==> config.mk <==
export PLATFORM = sky130hd
export DESIGN_NAME = rv32i_uart_mmio
export DESIGN_NICKNAME = d
export VERILOG_FILES = /design/src/rtl/rv32i_uart_pkg.sv /design/src/rtl/rv32i_uart_fifo.sv /design/src/rtl/rv32i_uart_mmio.sv
export SDC_FILE = /design/constraint.sdc
export NUM_CORES = 1
export LEC_CHECK = 0
export CORE_UTILIZATION = 49
export DETAILED_ROUTE_END_ITERATION = 6
export PLACE_DENSITY = 0.86
export SYNTH_ARGS = -nofsm -noshare
export SYNTH_HDL_FRONTEND = slang
export SYNTH_SLANG_ARGS = --single-unit
==> constraint.sdc <==
create_clock -name clk_i -period 3.6 [get_ports clk_i]
set_input_delay 0.72 -clock clk_i [delete_from_list [all_inputs] [get_ports clk_i]]
set_output_delay 0.72 -clock clk_i [all_outputs]
set_load 0.01 [all_outputs]
==> src/rtl/rv32i_uart_pkg.sv <==
// Shared register offsets, STATUS bit positions and FSM encodings for the rv32i MMIO UART.
package rv32i_uart_pkg;

   localparam logic [1:0] UART_TXDATA = 2'd0;
   localparam logic [1:0] UART_STATUS = 2'd1;
   localparam logic [1:0] UART_CTRL   = 2'd2;
   localparam logic [1:0] UART_RXDATA = 2'd3;

   localparam int ST_FULL  = 0;
   localparam int ST_EMPTY = 1;
   localparam int ST_BUSY  = 2;
   localparam int ST_HALF  = 3;
   localparam int ST_OVF   = 4;
   localparam int ST_RXV   = 5;

   typedef enum logic [1:0] {
      TX_IDLE  = 2'd0,
      TX_START = 2'd1,
      TX_DATA  = 2'd2,
      TX_STOP  = 2'd3
   } tx_state_e;

   typedef enum logic [1:0] {
      RX_IDLE  = 2'd0,
      RX_START = 2'd1,
      RX_DATA  = 2'd2,
      RX_STOP  = 2'd3
   } rx_state_e;

endpackage

==> src/rtl/rv32i_uart_fifo.sv <==
// Synchronous circular FIFO with extra-msb pointers; a push while full is dropped
// even if a pop happens in the same cycle.
module rv32i_uart_fifo
   import rv32i_uart_pkg::*;
#(
   parameter int WIDTH = 8,
   parameter int DEPTH = 8
) (
   input  logic             clk_i,
   input  logic             rst_in,
   input  logic             push_i,
   input  logic [WIDTH-1:0] wdata_i,
   input  logic             pop_i,
   output logic [WIDTH-1:0] rdata_o,
   output logic             full_o,
   output logic             empty_o,
   output logic             half_o
);
   localparam int AW = $clog2(DEPTH);
   localparam logic [AW:0] HALF = (AW+1)'(DEPTH / 2);

   logic [WIDTH-1:0] mem_q [DEPTH];
   logic [AW:0]      wptr_q, rptr_q, count_s;
   logic             push_ok_s, pop_ok_s;

   assign full_o    = (wptr_q[AW] != rptr_q[AW]) && (wptr_q[AW-1:0] == rptr_q[AW-1:0]);
   assign empty_o   = (wptr_q == rptr_q);
   assign count_s   = wptr_q - rptr_q;
   assign half_o    = (count_s >= HALF);
   assign push_ok_s = push_i & ~full_o;
   assign pop_ok_s  = pop_i & ~empty_o;
   assign rdata_o   = mem_q[rptr_q[AW-1:0]];

   always_ff @(posedge clk_i) begin
      if (!rst_in) begin
         wptr_q <= '0;
         rptr_q <= '0;
      end else begin
         if (push_ok_s) wptr_q <= wptr_q + (AW+1)'(1);
         if (pop_ok_s)  rptr_q <= rptr_q + (AW+1)'(1);
      end
   end

   always_ff @(posedge clk_i) begin
      if (push_ok_s) mem_q[wptr_q[AW-1:0]] <= wdata_i;
   end

endmodule

==> src/rtl/rv32i_uart_mmio.sv <==
// Memory-mapped 8N1 UART (TX FIFO, baud divisor, status, TX-empty irq) on the rv32i data port.
// Define UART_MMIO_RX_EN to add the rx_i receiver, the RXDATA register and the RX interrupt.
module rv32i_uart_mmio
   import rv32i_uart_pkg::*;
#(
   parameter logic [31:0] BASE_ADDR  = 32'h8000_0000,
   parameter logic [15:0] DIV_RESET  = 16'd433,
   parameter int          FIFO_DEPTH = 8
) (
   input  logic        clk_i,
   input  logic        rst_in,
`ifdef UART_MMIO_RX_EN
   input  logic        rx_i,
`endif
   input  logic [31:0] addr_i,
   input  logic [31:0] wdata_i,
   input  logic        we_i,
   input  logic [3:0]  be_i,
   output logic        sel_o,
   output logic [31:0] rdata_o,
   output logic        tx_o,
   output logic        irq_o
);
   tx_state_e   state_q, state_d;
   logic [15:0] div_q, divl_q, divl_d, cnt_q, cnt_d;
   logic [7:0]  shift_q, shift_d, fifo_rdata_s;
   logic [2:0]  bit_q, bit_d;
   logic        ie_q, ovf_q, ovf_d, tx_q, tx_d, irq_q;
   logic        fifo_full_s, fifo_empty_s, fifo_half_s, pop_s, busy_s;
   logic        wr_s, push_s, ovf_clr_s, ctrl_wr_s;
   logic        rx_valid_s, rx_ovf_s;
   logic [31:0] rx_word_s, status_s;
   logic [1:0]  off_s;
   logic        unused_s;

   assign sel_o     = (addr_i[31:4] == BASE_ADDR[31:4]);
   assign off_s     = addr_i[3:2];
   assign wr_s      = we_i & sel_o;
   assign push_s    = wr_s & be_i[0] & (off_s == UART_TXDATA);
   assign ovf_clr_s = wr_s & be_i[0] & (off_s == UART_STATUS) & wdata_i[ST_OVF];
   assign ctrl_wr_s = wr_s & (off_s == UART_CTRL);
   assign busy_s    = (state_q != TX_IDLE);
   assign tx_o      = tx_q;
   assign irq_o     = irq_q;
   assign unused_s  = ^{addr_i[1:0], wdata_i[31:17], be_i[3]};

   rv32i_uart_fifo #(.WIDTH(8), .DEPTH(FIFO_DEPTH)) u_tx_fifo (
      .clk_i   (clk_i),
      .rst_in  (rst_in),
      .push_i  (push_s),
      .wdata_i (wdata_i[7:0]),
      .pop_i   (pop_s),
      .rdata_o (fifo_rdata_s),
      .full_o  (fifo_full_s),
      .empty_o (fifo_empty_s),
      .half_o  (fifo_half_s)
   );

   always_comb begin
      status_s           = 32'd0;
      status_s[ST_FULL]  = fifo_full_s;
      status_s[ST_EMPTY] = fifo_empty_s;
      status_s[ST_BUSY]  = busy_s;
      status_s[ST_HALF]  = fifo_half_s;
      status_s[ST_OVF]   = ovf_q;
      status_s[ST_RXV]   = rx_valid_s;
      rdata_o            = 32'd0;
      if (sel_o) begin
         case (off_s)
            UART_STATUS: rdata_o = status_s;
            UART_CTRL:   rdata_o = {15'd0, ie_q, div_q};
            UART_RXDATA: rdata_o = rx_word_s;
            default:     rdata_o = 32'd0;
         endcase
      end
   end

   // Overflow: a set in the same cycle as a clear wins so no drop is lost.
   always_comb begin
      ovf_d = ovf_q;
      if (ovf_clr_s) ovf_d = 1'b0;
      if ((push_s & fifo_full_s) | rx_ovf_s) ovf_d = 1'b1;
   end

   always_comb begin
      state_d = state_q;
      cnt_d   = cnt_q + 16'd1;
      bit_d   = bit_q;
      shift_d = shift_q;
      divl_d  = divl_q;
      pop_s   = 1'b0;
      case (state_q)
         TX_IDLE: begin
            cnt_d = 16'd0;
            if (!fifo_empty_s) begin
               pop_s   = 1'b1;
               shift_d = fifo_rdata_s;
               divl_d  = div_q;
               state_d = TX_START;
            end
         end
         TX_START: if (cnt_q == divl_q) begin
            cnt_d   = 16'd0;
            bit_d   = 3'd0;
            state_d = TX_DATA;
         end
         TX_DATA: if (cnt_q == divl_q) begin
            cnt_d   = 16'd0;
            shift_d = {1'b0, shift_q[7:1]};
            bit_d   = bit_q + 3'd1;
            if (bit_q == 3'd7) state_d = TX_STOP;
         end
         TX_STOP: if (cnt_q == divl_q) begin
            cnt_d   = 16'd0;
            state_d = TX_IDLE;
         end
         default: state_d = TX_IDLE;
      endcase
      // Line level follows the next state so tx_q changes on the same edge as the FSM.
      case (state_d)
         TX_START: tx_d = 1'b0;
         TX_DATA:  tx_d = shift_d[0];
         default:  tx_d = 1'b1;
      endcase
   end

   always_ff @(posedge clk_i) begin
      if (!rst_in) begin
         state_q <= TX_IDLE;
         cnt_q   <= 16'd0;
         bit_q   <= 3'd0;
         shift_q <= 8'd0;
         divl_q  <= DIV_RESET;
         div_q   <= DIV_RESET;
         ie_q    <= 1'b0;
         ovf_q   <= 1'b0;
         tx_q    <= 1'b1;
         irq_q   <= 1'b0;
      end else begin
         state_q <= state_d;
         cnt_q   <= cnt_d;
         bit_q   <= bit_d;
         shift_q <= shift_d;
         divl_q  <= divl_d;
         ovf_q   <= ovf_d;
         tx_q    <= tx_d;
         irq_q   <= (ie_q & fifo_empty_s & ~busy_s) | (ie_q & rx_valid_s);
         if (ctrl_wr_s & be_i[0]) div_q[7:0]  <= wdata_i[7:0];
         if (ctrl_wr_s & be_i[1]) div_q[15:8] <= wdata_i[15:8];
         if (ctrl_wr_s & be_i[2]) ie_q        <= wdata_i[16];
      end
   end

`ifdef UART_MMIO_RX_EN
   rx_state_e   rx_state_q, rx_state_d;
   logic [15:0] rx_cnt_q, rx_cnt_d;
   logic [16:0] rx_half_s;
   logic [7:0]  rx_shift_q, rx_shift_d, rx_buf_q, rx_buf_d;
   logic [2:0]  rx_bit_q, rx_bit_d;
   logic        rx_s1_q, rx_s2_q, rx_prev_q, rx_valid_q, rx_valid_d, rx_clr_s, rx_ovf_d;

   assign rx_half_s  = ({1'b0, div_q} + 17'd1) >> 1;
   assign rx_clr_s   = wr_s & (off_s == UART_RXDATA);
   assign rx_valid_s = rx_valid_q;
   assign rx_ovf_s   = rx_ovf_d;
   assign rx_word_s  = {rx_valid_q, 23'd0, rx_buf_q};

   // Receiver samples mid-bit using the live divisor; bad stop bits drop the frame.
   always_comb begin
      rx_state_d = rx_state_q;
      rx_cnt_d   = rx_cnt_q + 16'd1;
      rx_bit_d   = rx_bit_q;
      rx_shift_d = rx_shift_q;
      rx_buf_d   = rx_buf_q;
      rx_valid_d = rx_valid_q & ~rx_clr_s;
      rx_ovf_d   = 1'b0;
      case (rx_state_q)
         RX_IDLE: begin
            rx_cnt_d = 16'd0;
            if (rx_prev_q & ~rx_s2_q) rx_state_d = RX_START;
         end
         RX_START: if ({1'b0, rx_cnt_q} == rx_half_s) begin
            rx_cnt_d   = 16'd0;
            rx_bit_d   = 3'd0;
            rx_state_d = rx_s2_q ? RX_IDLE : RX_DATA;
         end
         RX_DATA: if (rx_cnt_q == div_q) begin
            rx_cnt_d   = 16'd0;
            rx_shift_d = {rx_s2_q, rx_shift_q[7:1]};
            rx_bit_d   = rx_bit_q + 3'd1;
            if (rx_bit_q == 3'd7) rx_state_d = RX_STOP;
         end
         RX_STOP: if (rx_cnt_q == div_q) begin
            rx_state_d = RX_IDLE;
            if (rx_s2_q && rx_valid_q) begin
               rx_ovf_d = 1'b1;
            end else if (rx_s2_q) begin
               rx_buf_d   = rx_shift_q;
               rx_valid_d = 1'b1;
            end
         end
         default: rx_state_d = RX_IDLE;
      endcase
   end

   always_ff @(posedge clk_i) begin
      if (!rst_in) begin
         rx_s1_q    <= 1'b1;
         rx_s2_q    <= 1'b1;
         rx_prev_q  <= 1'b1;
         rx_state_q <= RX_IDLE;
         rx_cnt_q   <= 16'd0;
         rx_bit_q   <= 3'd0;
         rx_shift_q <= 8'd0;
         rx_buf_q   <= 8'd0;
         rx_valid_q <= 1'b0;
      end else begin
         rx_s1_q    <= rx_i;
         rx_s2_q    <= rx_s1_q;
         rx_prev_q  <= rx_s2_q;
         rx_state_q <= rx_state_d;
         rx_cnt_q   <= rx_cnt_d;
         rx_bit_q   <= rx_bit_d;
         rx_shift_q <= rx_shift_d;
         rx_buf_q   <= rx_buf_d;
         rx_valid_q <= rx_valid_d;
      end
   end
`else
   assign rx_valid_s = 1'b0;
   assign rx_ovf_s   = 1'b0;
   assign rx_word_s  = 32'd0;
`endif

endmodule

==> qor_table.md, run 1 <==
| Item | Value |
| --- | --- |
| Result of the run | complete, but fails checks |
| Violations in the final reports | negative setup slack |
| Synthesized-area fraction occupied by ao, oa, aoi and oai cells | 4.45% |
| Startpoint of the worst setup timing path | addr_i[18] |
| Element type at the critical path start | primary input |
| Worst setup EP type | output pin |
| Terminus of the critical flop-to-flop path | u_tx_fifo.mem_q[0][3] |
| FF+latch count, synth | 140 |
| Levels on crit path | 7 |
| Final hold violation count | 0 |
| Most used flip-flop cell after synthesis | sky130_fd_sc_hd__dfxtp_1 |
| Post-synth cell types | 45 |
| Origin of the critical flop-to-flop path | u_tx_fifo.wptr_q[0] |
| Count of pins on the block boundary | 106 |
| Least setup slack across all paths after layout | -68.9 ps |
| Placeable core area | 12100 µm² |
| Post-synth ARST share | 0% |
| Total routed wirelength | 14.0 mm |
| TritonCTS clock tree | built |
| Cell at the root of the clock tree | sky130_fd_sc_hd__clkbuf_16 |
| Type of the most critical hold path | reg -> reg |
| Top cell type's share of synthesized area | 31.5% |
| Sink count of the clock tree | 140 |
| Power density of the placed cells | 482 nW/µm² |
| Global-route total usage across every layer | 22.7% |
| Growth of design area from synthesis to finish | 25.5% |
| Antenna Nets Post-Route | 0 |
| Share of layout cells above drive strength 1 | 12.7% |
| Combinational family with the most area after synthesis | simple AND/OR/NAND/NOR gates |
| Estimated wirelength of the detail-placed design | 9.31 mm |
| Setup repair after global routing missed its margin | true |
| Worst-case clock skew | 4.90 ps |
| Cell repeated most along the worst path | sky130_fd_sc_hd__clkdlybuf4s50_1 |
| WL per Instance | 17.4 µm |
| Buffer and inverter count on the worst path | 3 |
| Number of detailed-route iterations in the first pass | 5 |
| Share of the core filled with cells | 63.4% |
| Crit path max fanout | 7 |
| Leading cell types by total area after synthesis | sky130_fd_sc_hd__edfxtp_1, sky130_fd_sc_hd__dfxtp_1, sky130_fd_sc_hd__mux4_2, sky130_fd_sc_hd__mux2i_1, sky130_fd_sc_hd__nor2_1 |
| Worst Path Required | 2880 ps |
| Wire length of the first global-routing pass | 22.1 mm |
| Synth area leader | sky130_fd_sc_hd__edfxtp_1 |
| Clock latency on the worst-skew pair | 420 ps |
| X dimension of the die | 114 µm |
| Share of synthesized area occupied by flip-flops and latches | 56.5% |
| DRC marker count from the first detailed-route iteration | 295 |
| Routability congestion estimate | 0.839 |
| Final number of setup-violating endpoints | 12 |
| Fraction of the mapped netlist area in adder cells | 2.26% |
| Max-cap check violation count | 0 |
| Synth Warn # | 0 |
| Die height | 114 µm |
| Antenna violations before repair | 0 |
| Routed vias/inst | 5.43 |
| Area of all placed cells without fillers | 7650 µm² |
| Data arrival at the endpoint of the critical path | 2950 ps |
| Leak | 0.00270 µW |
| Worst slack at placement | 134 ps |
| Buffers from clock root to sink, at most | 2 |
| Count of final max-slew check failures | 0 |
| Antenna diode count | 0 |
| Maximum number of pins on one net before global-route repair | 45 |
| Tightest Pin Transition | 830 ps |
| Final Critical Period | 3670 ps |
| Post-route DRC violation count | 0 |
| H-tree depth | 4 |
| Clock transition at the registers of the reported paths | 60 ps |
| Worst reg-to-reg path cell count | 8 |
| Post-synthesis cell area | 6100 µm² |
| Total Negative Setup Slacks | -673 ps |
| VDD IR-drop max | 0.000266 V |
| Highest cell delay on the worst timing path | 540 ps |
| Fin nets | 707 |
| Number of flops mapped to enable cells by yosys | 64 |
| Path type of the worst setup path | in -> out |
| Via count of the first global-routing pass | 4423 |
| Die area | 12900 µm² |
| Total congestion overflow | 0 |
| Num CTS Buffers | 17 |
| Critical Path End | rdata_o[7] |
| Number of input and output port buffers inserted | 72 |
| Fin crit share | 102% |
| Number of hold buffers added after CTS | 0 |
| Synthesized netlist cell count | 535 |
| Worst path cell trace | clkdlybuf4s50_1 > nor4_1 > nand3_2 > nor3_4 > buf_6 > and2_1 > clkdlybuf4s50_1 |
| Relative slew slack | 44.6% |
| Xor/xnor cell area share of the yosys netlist | 5.46% |
| Row count | 40 |
| Via Count | 4377 |
| Avg Cell Area, Syn | 11.4 µm² |
| Max frequency | 0.273 GHz |
| Mux share of post-synthesis cell area | 10.6% |
| Largest delay contributor family on the critical path | buffers and inverters |
| Simple-gate share of the synthesized area | 16.7% |
| Initial standard-cell utilization of the core | 50.6% |
| Slowest stage cell, crit path | sky130_fd_sc_hd__clkdlybuf4s50_1 |
| Area after detailed placement | 7030 µm² |
| Worst setup slack for register-to-register paths | 1160 ps |
synth_stat cells, types with 12 or more instances:
cell	instances
sky130_fd_sc_hd__mux4_2	15
sky130_fd_sc_hd__clkbuf_1	16
sky130_fd_sc_hd__nor2_1	68
sky130_fd_sc_hd__mux2i_1	30
sky130_fd_sc_hd__buf_4	15
sky130_fd_sc_hd__a21oi_1	21
sky130_fd_sc_hd__and2_1	18
sky130_fd_sc_hd__nand2_1	65
sky130_fd_sc_hd__nand3_1	19
sky130_fd_sc_hd__dfxtp_1	76
sky130_fd_sc_hd__xnor2_1	26
sky130_fd_sc_hd__xor2_1	12
sky130_fd_sc_hd__edfxtp_1	64
sequential cells by signal, indices dropped and copies added (netlist names), named ones only:
signal and flops:
cnt_q 16, state_q 2, u_tx_fifo.mem_q 64, tx_o 1
u_tx_fifo.rptr_q 4, irq_o 1, divl_q 16, ie_q 1
ovf_q 1, shift_q 8, bit_q 3, u_tx_fifo.wptr_q 4
div_q 16
power by group:
part	internal (µW)	switching, µW	leakage, µW
registers	1700	36.6	0.00119
logic	132	138	0.00124
clock network	1050	634	0.000273
stage by stage:
step | hold slack (ps) | power (µW) | std cells
finish | 456 | 3690 | 806
global route | 494 | 3800 | 806
global placement | 441 | 2020 | 772
floorplan | 430 | 1930 | 549
CTS | 456 | 3700 | 804
detailed placement | 451 | 2030 | 772
tightest hold or removal path: stages, from the launching register on:
cell	delay, ps
sky130_fd_sc_hd__dfxtp_1	310
sky130_fd_sc_hd__nand2_1	50
sky130_fd_sc_hd__a21oi_1	50
cell usage in the layout (no fill, tap or decap), types with 2 or more instances in the layout:
master / instances
sky130_fd_sc_hd__clkbuf_8: 2
sky130_fd_sc_hd__and3b_1: 2
sky130_fd_sc_hd__buf_6: 2
sky130_fd_sc_hd__nand2_1: 65
sky130_fd_sc_hd__or2_2: 2
sky130_fd_sc_hd__conb_1: 15
sky130_fd_sc_hd__dfxtp_1: 76
sky130_fd_sc_hd__a22oi_1: 4
sky130_fd_sc_hd__o21ai_0: 8
sky130_fd_sc_hd__nor4_2: 4
sky130_fd_sc_hd__mux2i_1: 30
sky130_fd_sc_hd__clkinv_2: 3
sky130_fd_sc_hd__edfxtp_1: 64
sky130_fd_sc_hd__and2_1: 18
sky130_fd_sc_hd__clkinvlp_4: 4
sky130_fd_sc_hd__nand4_1: 5
sky130_fd_sc_hd__or3_1: 3
sky130_fd_sc_hd__clkdlybuf4s50_1: 72
sky130_fd_sc_hd__buf_4: 19
sky130_fd_sc_hd__clkinv_1: 2
sky130_fd_sc_hd__bufinv_16: 2
sky130_fd_sc_hd__ha_1: 11
sky130_fd_sc_hd__clkbuf_16: 17
sky130_fd_sc_hd__nor3_1: 5
sky130_fd_sc_hd__nor4_4: 2
sky130_fd_sc_hd__inv_1: 11
sky130_fd_sc_hd__xnor2_1: 26
sky130_fd_sc_hd__a21oi_1: 21
sky130_fd_sc_hd__nor2_1: 68
sky130_fd_sc_hd__nand3_2: 2
sky130_fd_sc_hd__and3_1: 2
sky130_fd_sc_hd__mux4_2: 15
sky130_fd_sc_hd__nand3_1: 18
sky130_fd_sc_hd__xor2_1: 12
sky130_fd_sc_hd__nor4_1: 3
sky130_fd_sc_hd__a221oi_1: 6
worst min path at each step:
stage                           from    endpoint  slack, ps  cells past startpoint
after floorplan                 ie_q       irq_o        430                      2
after global placement         ovf_q       ovf_q        440                      2
after detailed placement       ovf_q       ovf_q        450                      2
after CTS                      ovf_q       ovf_q        460                      2
after global routing      divl_q[15]  divl_q[15]        490                      2
final                          ovf_q       ovf_q        460                      2
kinds of logic after synthesis:
| kind of cell | Yosys count |
|---|---|
| and+or+nand+nor | 207 |
| adders and majority gates | 11 |
| AOI/OAI and AO/OA | 44 |
| muxes | 46 |
| xor gates and xnor gates | 38 |
| DFF | 140 |
| buffers and inverters | 48 |
| other | 1 |
layout make-up:
cell class	count	area (µm²)
timing repair buffer	93	886
sequential	140	3440
multi-input combinational	361	2490
fill	867	4410
clock buffer	20	457
clock inverter	12	121
tap	168	210
inverter	12	45.0
routing by layer:
metal	global-route usage (%)	vias up	part of all wire (%)
met4	10.1	0	2.4
met2	39.3	195	52
li1	-	2035	-
met3	4.78	36	6.7
met5	0	-	0
met1	27.4	2111	39
timing repair:
item / in CTS / in global routing
setup buffers: 0 / 1
gates resized for setup: 0 / 10
setup endpoints to repair: 0 / 12
Note: power is estimated with default switching activity, not from simulation.
==> inputs of run 2 (changes only) <==
--- a/config.mk
+++ b/config.mk
@@ -8,6 +8,7 @@
 export CORE_UTILIZATION = 49
 export DETAILED_ROUTE_END_ITERATION = 6
 export PLACE_DENSITY = 0.86
+export SKIP_CTS_REPAIR_TIMING = 1
 export SYNTH_ARGS = -nofsm -noshare
 export SYNTH_HDL_FRONTEND = slang
 export SYNTH_SLANG_ARGS = --single-unit
==> results of run 2 <==
Same layout as run 1: the final DEF is identical, and so are final timing and power.
==> inputs of run 3 (changes only) <==
--- a/config.mk
+++ b/config.mk
@@ -7,6 +7,7 @@
 export LEC_CHECK = 0
 export CORE_UTILIZATION = 49
 export DETAILED_ROUTE_END_ITERATION = 6
+export GPL_TIMING_DRIVEN = 0
 export PLACE_DENSITY = 0.86
 export SKIP_CTS_REPAIR_TIMING = 1
 export SYNTH_ARGS = -nofsm -noshare
==> constraint.sdc (replaced) <==
create_clock -name clk_i -period 3.85 [get_ports clk_i]
set_input_delay 0.77 -clock clk_i [delete_from_list [all_inputs] [get_ports clk_i]]
set_output_delay 0.77 -clock clk_i [all_outputs]
set_load 0.01 [all_outputs]
==> run 3 against run 2 <==
Against the previous run: largest cell class unchanged; sequential share of layout area down 1.0 points; die area unchanged; design area up 2.3%; via count up 3.0%; highest routed layer unchanged; the run still ends with negative setup slack left; non-clock buffer count up 22; final cell count up 2.7%; count of clock-buffer cells in the layout down 3; critical endpoint is now rdata_o[1].
==> qor_table.md, run 3 (same netlist as run 1, synthesis figures left out) <==
| Item | Value | Change |
| --- | --- | --- |
| Least setup slack across all paths after layout | -90.2 ps | -21.3 ps |
| Violations in the final reports | negative setup slack |  |
| Fin crit share | 102% |  |
| Total routed wirelength | 14.5 mm | +3.3% |
| Max frequency | 0.254 GHz |  |
| X dimension of the die | 114 µm | unchanged |
| Data arrival at the endpoint of the critical path | 3170 ps | +220 ps |
| Result of the run | complete, but fails checks |  |
| Number of detailed-route iterations in the first pass | 7 | +2 |
| Num CTS Buffers | 17 | unchanged |
| Design internal power | 2820 µW | -2.0% |
| Number of input and output port buffers inserted | 72 | unchanged |
| Worst-case clock skew | 12.8 ps | +7.90 ps |
| Maximum number of pins on one net before global-route repair | 17 | -62% |
| Number of filler instances in the final layout | 831 | -4.2% |
| Global-route total usage across every layer | 23.3% | +0.54 points |
| Most common cell after layout, fill and taps aside | sky130_fd_sc_hd__dfxtp_1 |  |
| Sequential Power Share | 44.5% | -2.6 points |
| Row count | 40 | unchanged |
| Final hold violation count | 0 | unchanged |
| Register Area | 3440 µm² | unchanged |
| H-tree depth | 4 | unchanged |
| Worst Path Required | 3080 ps | +200 ps |
| Number of instances on the worst hold path | 2 | unchanged |
| Worst setup EP type | output pin |  |
| Hold path startpoint | div_q[11] |  |
| Estimated wirelength of the detail-placed design | 9.69 mm | +4.1% |
| Total power of the final layout | 3640 µW | -1.3% |
| Routability congestion estimate | 0.867 | +3.3% |
| Antenna violations before repair | 0 | unchanged |
| Switching power | 819 µW | +1.3% |
| Leak | 0.00281 µW | +3.8% |
| Origin of the critical flop-to-flop path | u_tx_fifo.wptr_q[0] |  |
| Total congestion overflow | 0 | unchanged |
| Wire length of the first global-routing pass | 22.6 mm | +2.1% |
| TritonCTS clock tree | built |  |
| Buffers from clock root to sink, at most | 2 | unchanged |
| Crit path max fanout | 5 | -2 |
| Count of pins on the block boundary | 106 | unchanged |
| Clock transition at the registers of the reported paths | 60 ps | about the same |
| Type of the most critical hold path | reg -> reg |  |
| Growth of design area from synthesis to finish | 28.3% |  |
| Post-route DRC violation count | 0 | unchanged |
| Element type at the critical path start | primary input |  |
| Final worst hold slack | 473 ps | +17.2 ps |
| Top library cells by usage in the layout, fill and taps aside | sky130_fd_sc_hd__dfxtp_1, sky130_fd_sc_hd__clkdlybuf4s50_1, sky130_fd_sc_hd__nor2_1 |  |
| Switching Fraction | 22.5% | +0.58 points |
| Die height | 114 µm | unchanged |
| Comb power frac | 7.7% | +0.4 points |
| WL per Instance | 17.5 µm | +0.54% |
| Initial standard-cell utilization of the core | 50.6% | unchanged |
| Via count of the first global-routing pass | 4535 | +2.5% |
| Worst reg-to-reg path cell count | 8 | unchanged |
| Part of the total power dissipated in the clock network | 47.8% | +2.3 points |
| Via Count | 4508 | +3.0% |
| DRC marker count from the first detailed-route iteration | 333 | +13% |
| Power density of the placed cells | 465 nW/µm² | -3.5% |
| Sink count of the clock tree | 140 | unchanged |
| Startpoint of the worst setup timing path | addr_i[14] |  |
| Fin nets | 729 | +3.1% |
| Routed vias/inst | 5.44 | +0.26% |
| Share of layout cells above drive strength 1 | 13.5% | +0.79 points |
| Footprint of the multi-input gates | 2510 µm² | +1.0% |
| Cell at the root of the clock tree | sky130_fd_sc_hd__clkbuf_16 |  |
| Max-cap check violation count | 0 | unchanged |
| Antenna Nets Post-Route | 0 | unchanged |
| Tightest Pin Transition | 908 ps | +78.4 ps |
| Clock latency on the worst-skew pair | 430 ps | about the same |
| Final Critical Period | 3940 ps |  |
| Placeable core area | 12100 µm² | unchanged |
| Final number of setup-violating endpoints | 4 | -8 |
| Die area | 12900 µm² | unchanged |
| Share of the core filled with cells | 64.9% | +1.4 points |
| Largest register FFs | 64 | unchanged |
| Path type of the worst setup path | in -> out |  |
| Relative slew slack | 39.2% | -5.4 points |
| Antenna diode count | 0 | unchanged |
| Count of final max-slew check failures | 0 | unchanged |
| VDD IR-drop max | 0.000345 V | +30% |
-- run 3: cell count changes in the layout (fill, tap and decap cells not counted), moves of 3 or more --
cell,change
sky130_fd_sc_hd__clkinv_2,-3
sky130_fd_sc_hd__nor4_2,-3
sky130_fd_sc_hd__clkinv_4,+6
sky130_fd_sc_hd__clkinvlp_4,-4
sky130_fd_sc_hd__buf_4,+4
sky130_fd_sc_hd__clkbuf_1,+14
sky130_fd_sc_hd__buf_2,+4
-- run 3: metal layers --
layer  track usage, %  vias to the layer above  share of wire, %
met5                0                        -                 0
met4             10.3                        0               2.5
met3             5.79                       41               5.5
met2             41.1                      184                53
met1             26.7                     2201                39
li1                 -                     2082                 -
-- run 3: stage by stage --
stage,cells,setup slack [ps],area [µm²],TNS [ps]
CTS,822,-465,7730,-4760
global placement,789,-363,7080,-6720
global route,828,-122,7830,-761
detailed placement,790,-415,7090,-6330
finish,828,-90.2,7830,-140
floorplan,549,793,6150,0
-- run 3: critical path, stage by stage --
cell and delay (ps):
sky130_fd_sc_hd__clkdlybuf4s50_1 440, sky130_fd_sc_hd__nor4_2 400, sky130_fd_sc_hd__nand4_4 210, sky130_fd_sc_hd__buf_4 190, sky130_fd_sc_hd__nor2_1 180, sky130_fd_sc_hd__nand2_1 160
sky130_fd_sc_hd__nor2_1 220, sky130_fd_sc_hd__clkdlybuf4s50_1 590
-- run 3: power groups by stage --
| stage | combinational (µW) | clock [µW] | sequential (µW) |
|---|---|---|---|
| 2_1_floorplan | 158 | 0 | 1640 |
| 3_3_place_gp | 260 | 0 | 1650 |
| 3_5_place_dp | 272 | 0 | 1650 |
| 4_1_cts | 276 | 1750 | 1620 |
| 5_1_grt | 305 | 1820 | 1620 |
| 6_report | 281 | 1740 | 1620 |
-- run 3: layout make-up --
class	count	area share [%]
Multi-Input combinational cell	361	32.1
Sequential cell	140	44.0
Clock buffer	17	5.44
Timing Repair Buffer	79	9.88
Clock inverter	15	2.73
Inverter	12	0.576
Tap cell	168	2.69
Buffer	36	2.56
-- run 3: worst paths after layout --
kind | endpoint | slack (ps)
min reg2reg | divl_q[11] | 470
max reg2reg | u_tx_fifo.mem_q[0][3] | 640
min | divl_q[11] | 470
max | rdata_o[1] | -90
